`config.mk`:
```
export PLATFORM = sky130hd
export DESIGN_NAME = eda_result_reader
export DESIGN_NICKNAME = d
export VERILOG_FILES = /design/src/rtl/eda_result_reader.sv
export SDC_FILE = /design/constraint.sdc
export NUM_CORES = 1
export LEC_CHECK = 0
export ABC_AREA = 1
export BUFFER_PORTS_ARGS = -buffer_cell sky130_fd_sc_hd__buf_2
export CORE_UTILIZATION = 55
export DETAILED_ROUTE_END_ITERATION = 10
export PLACE_DENSITY = 0.78
export REMOVE_ABC_BUFFERS = 1
export SETUP_SLACK_MARGIN = 0.05
export SYNTH_ARGS = -nofsm -noshare
export SYNTH_HDL_FRONTEND = slang
export SYNTH_SLANG_ARGS = --single-unit
```
`constraint.sdc`:
```
create_clock -name clk -period 2.59 [get_ports clk]
set_input_delay 0.259 -clock clk [delete_from_list [all_inputs] [get_ports clk]]
set_output_delay 0.259 -clock clk [all_outputs]
set_load 0.02 [all_outputs]
```
`src/rtl/eda_result_reader.sv`:
```
// eda_result_reader: scans the result RAM row-major and streams each word with row/col/last tags
// over valid/ready, using a 2-entry buffer and credit-based read issue.
module eda_result_reader #(
    parameter int M          = 6,
    parameter int N          = 6,
    parameter int DATA_WIDTH = 8,
    parameter int I_WIDTH    = $clog2(M),
    parameter int J_WIDTH    = $clog2(N),
    parameter int ADDR_WIDTH = I_WIDTH + J_WIDTH
) (
    input  logic                  clk,
    input  logic                  reset,
    input  logic                  start,
    output logic                  busy,
    output logic                  done,
    output logic                  rd_en,
    output logic [ADDR_WIDTH-1:0] rd_addr,
    input  logic [DATA_WIDTH-1:0] rd_data,
    output logic                  out_valid,
    input  logic                  out_ready,
    output logic [DATA_WIDTH-1:0] out_data,
    output logic [I_WIDTH-1:0]    out_row,
    output logic [J_WIDTH-1:0]    out_col,
    output logic                  out_last
);
    localparam logic [I_WIDTH-1:0] I_LAST = I_WIDTH'(M - 1);
    localparam logic [J_WIDTH-1:0] J_LAST = J_WIDTH'(N - 1);
    typedef enum logic [1:0] {IDLE, RUN, DRAIN, DONE} state_t;
    state_t state, state_nxt;
    logic [I_WIDTH-1:0]    ri, pend_row;
    logic [J_WIDTH-1:0]    rj, pend_col;
    logic                  pend_valid, pend_last;
    logic [DATA_WIDTH-1:0] fifo_data [2];
    logic [I_WIDTH-1:0]    fifo_row  [2];
    logic [J_WIDTH-1:0]    fifo_col  [2];
    logic                  fifo_last [2];
    logic                  wp, rp, pop, rd_last;
    logic [1:0]            cnt;
    logic [2:0]            used;
    assign busy      = state != IDLE;
    assign done      = state == DONE;
    assign rd_addr   = {ri, rj};
    assign rd_last   = ri == I_LAST && rj == J_LAST;
    assign out_valid = cnt != 2'd0;
    assign pop       = out_valid && out_ready;
    // buffered words plus the read in flight, less what leaves this cycle, must leave room
    assign used      = 3'(cnt) + 3'(pend_valid) - 3'(pop);
    assign rd_en     = state == RUN && used < 3'd2;
    assign out_data  = out_valid ? fifo_data[rp] : '0;
    assign out_row   = out_valid ? fifo_row[rp] : '0;
    assign out_col   = out_valid ? fifo_col[rp] : '0;
    assign out_last  = out_valid && fifo_last[rp];
    always_comb begin
        state_nxt = state;
        case (state)
            IDLE:    state_nxt = start ? RUN : IDLE;
            RUN:     state_nxt = rd_en && rd_last ? DRAIN : RUN;
            DRAIN:   state_nxt = pop && out_last ? DONE : DRAIN;
            default: state_nxt = IDLE;
        endcase
    end
    always_ff @(posedge clk) begin
        if (reset) begin
            state      <= IDLE;
            ri         <= '0;
            rj         <= '0;
            pend_valid <= 1'b0;
            pend_row   <= '0;
            pend_col   <= '0;
            pend_last  <= 1'b0;
            cnt        <= 2'd0;
            wp         <= 1'b0;
            rp         <= 1'b0;
        end else begin
            state <= state_nxt;
            if (state == IDLE && start) begin
                ri <= '0;
                rj <= '0;
            end else if (rd_en && !rd_last) begin
                rj <= rj == J_LAST ? '0 : rj + J_WIDTH'(1);
                ri <= rj == J_LAST ? ri + I_WIDTH'(1) : ri;
            end
            pend_valid <= rd_en;
            if (rd_en) begin
                pend_row  <= ri;
                pend_col  <= rj;
                pend_last <= rd_last;
            end
            if (pend_valid) begin
                fifo_data[wp] <= rd_data;
                fifo_row[wp]  <= pend_row;
                fifo_col[wp]  <= pend_col;
                fifo_last[wp] <= pend_last;
                wp            <= ~wp;
            end
            if (pop) rp <= ~rp;
            cnt <= cnt + 2'(pend_valid) - 2'(pop);
        end
    end
endmodule

```
==> flow_summary.yaml <==
sta:
  tightest_slew_ns: 0.473
  fin_tns_setup_ns: 0
  slew_viol_final: 0
  finalCriticalPeriod_ns: 2.48
  whs_ns: 0.149
  setup_violations: 0
  hold_viol_final: 0
  finalCritPeriodShare: 0.959
  fin_skew_ns: 0.00720
  fmax_mhz: 403
  slew_headroom: 0.685
cells_and_area:
  n_antenna_cell: 0
  area_delta_synth_final_pct: 19.9
  layout_commonest_cell: "nand2_1"
  nets: 289
  stdcell_count: 322
  final_cell_mix: "64 x nand2_1, 35 x buf_2, 30 x inv_1, 30 x edfxtp_1, 26 x a21oi_1"
  drive_gt1_frac: 0.263
drt:
  vias: 1581
  drt_drc_violations_left: 0
  drt_iter0_markers: 64
  vias_per_cell: 4.91
  totalWireLength_um: 3750
  wire_per_inst_um: 11.6
  ant_nets: 0
  dr.pass1.iters: 4
clocking:
  clock_latency_ns: 0.30
  cts_htree_levels: 2
  clockBufferDepth: 2
  hold_buffers: 0
  cts_made_buffers: 5
  clk_pin_slew_ns: 0.09
  cts_tree: "done"
  cts_sinks: 51
  cts-root-buf: "clkbuf_8"
yosys:
  syn-instance-count: 227
  synth_area_leaders: "edfxtp_1 41%, dfxtp_1 19%, nand2_1 12%"
  async_reset_ff_frac: 0
  synthDistinctLibCells: 26
  synth-seq-cells: 51
  seq_area_frac_synth: 0.608
  ys_warn_count: 0
  synth_top_area_frac: 0.414
  synth_edf_count: 30
  ys.flop_type: "edfxtp_1"
  synth_top_cell_by_area: "edfxtp_1"
  synth_area_per_cell_um2: 9.58
  synth_area_um2: 2170
setup_path:
  worstPathArrival_ns: 2.22
  worstReg2RegEnd: "pend_col[2]$_SDFFE_PP0P_"
  worstPathRequired_ns: 2.33
  rr_worst_depth: 15
  path_class: "reg2out"
  crit_path_end_kind: "output pin"
  cp_max_fo: 3
  r2r-start: "cnt[0]$_SDFF_PP0_"
  reg2reg_setup_slack_ns: 0.19
  crit_path_start: "cnt[0]$_SDFF_PP0_"
  critPathLaunchType: "register"
run_status:
  outcome: "finished, final reports clean"
power_and_ir_drop:
  pwr-share-clk: 0.253
  vdd_ir_drop_max_mv: 0.446
  cellPowerDensity_nw_per_um2: 953
  leakage_nw: 1.15
  power.share.combinational: 0.340
  internal_power_mw: 1.64
  seqPwrFrac: 0.407
  power_switching_mw: 0.846
  p_sw_frac: 0.341
global_routing:
  grt_pass1_vias: 1368
  grt-ovfl-total: 0
  grt_pass1_wl_um: 6070
  grt_use_total: 0.196
  antenna_found_initial: 0
  grt_max_degree: 17
hold_path:
  min_path_cells: 1
  hold_start: "rd_data[3]"
  holdPathEnd: "fifo_data[0][3]$_DFFE_PP_"
  hold_class: "in2reg"
die:
  core_area_um2: 3720
  die_width_um: 64.9
  ios: 37
  start_util: 0.585
  die_area_um2: 4210
  die_h_um: 64.9
  rows: 22
placed_design:
  finalWeightedCongestion: 0.771
  place.port_buffers: 36
  placedCellCount: 309
  hpwl_um: 2440
run:
  maxCapViolations: 0
## cells in the mapped netlist (2+ instances only)
library cell,number
a21oi_1,26
edfxtp_1,30
nand3_1,4
ha_1,3
clkbuf_1,2
dfxtp_1,21
nor2_1,17
nand2_1,67
o21ai_0,6
inv_1,32
nand4_1,2
inv_2,2
a211oi_2,2
## cell families (layout without fill, tap and decap cells)
group | after synthesis | count (layout) | share of synthesized area
DFF | 51 | 51 | 0.608
buffers and inverters | 40 | 87 | 0.0777
and+or+nand+nor | 96 | 96 | 0.197
AOI/OAI and AO/OA | 36 | 36 | 0.0915
adders and majority gates | 4 | 4 | 0.0265
## layout make-up
| cell class | count | area (um^2) |
|---|---|---|
| Clock inverter | 2 | 60.1 |
| Clock buffer | 6 | 72.6 |
| Sequential cell | 51 | 1320 |
| Tap cell | 48 | 60.1 |
| Multi-Input combinational cell | 136 | 706 |
| Inverter | 34 | 128 |
| Timing Repair Buffer | 45 | 258 |
| Fill cell | 290 | 1110 |
## registers in the layout (all words and copies together) (netlist names), named ones only
register	count
fifo_last	2
rp	1
fifo_data	16
pend_valid	1
fifo_row	6
pend_last	1
wp	1
pend_row	3
cnt	2
state	2
fifo_col	6
pend_col	3
rj	3
ri	3
## routing by layer
metal,GRT usage,up-vias,wire length (um)
met3,0.0440,6,138
met2,0.313,38,1710
met4,0.100,0,71
met5,0,-,0
met1,0.248,714,1830
li1,-,823,-
## power groups by stage
stage | Combinational, mW | Clock, mW | Sequential (mW)
finish | 0.844 | 0.629 | 1.01
global route | 0.918 | 0.674 | 1.02
CTS | 0.782 | 0.637 | 1.01
detailed placement | 0.744 | 0 | 1.03
global placement | 0.731 | 0 | 1.03
floorplan | 0.511 | 0 | 1.03
## worst max-delay path by stage
stage                               endpoint
floorplan                 rj[0]$_SDFFE_PP0P_
global placement                       rd_en
detailed placement  pend_col[2]$_SDFFE_PP0P_
CTS                                    rd_en
global route                           rd_en
finish                                 rd_en
## stage by stage
stage	cell area [um^2]	total power, mW	setup slack, ns	utilization
after global placement	2410	1.76	0.224	0.648
after floorplan	2130	1.54	0.118	-
after detailed placement	2410	1.78	0.0938	0.648
after CTS	2560	2.43	0.0548	0.690
final	2610	2.48	0.106	0.701
after global routing	2610	2.62	-0.0196	0.701
## critical path, stage by stage, from the launching register on
cell and delay [ns]:
dfxtp_1 0.32, inv_1 0.09, nand2_2 0.10, nand2_2 0.07
inv_2 0.07, nand2_2 0.06, o21ai_2 0.06, ha_2 0.17
inv_1 0.04, fa_2 0.56, nand3_4 0.11, nor2_8 0.14
buf_6 0.12
## repair_timing
item / CTS / global route
resized for setup: 4 / 9
buffers inserted: 2 / 3
endpoints found under the setup margin: 1 / 11
hold endpoints to repair: 0 / 0
pin swaps: 2 / 5
Note: power is estimated with default switching activity, not from simulation.
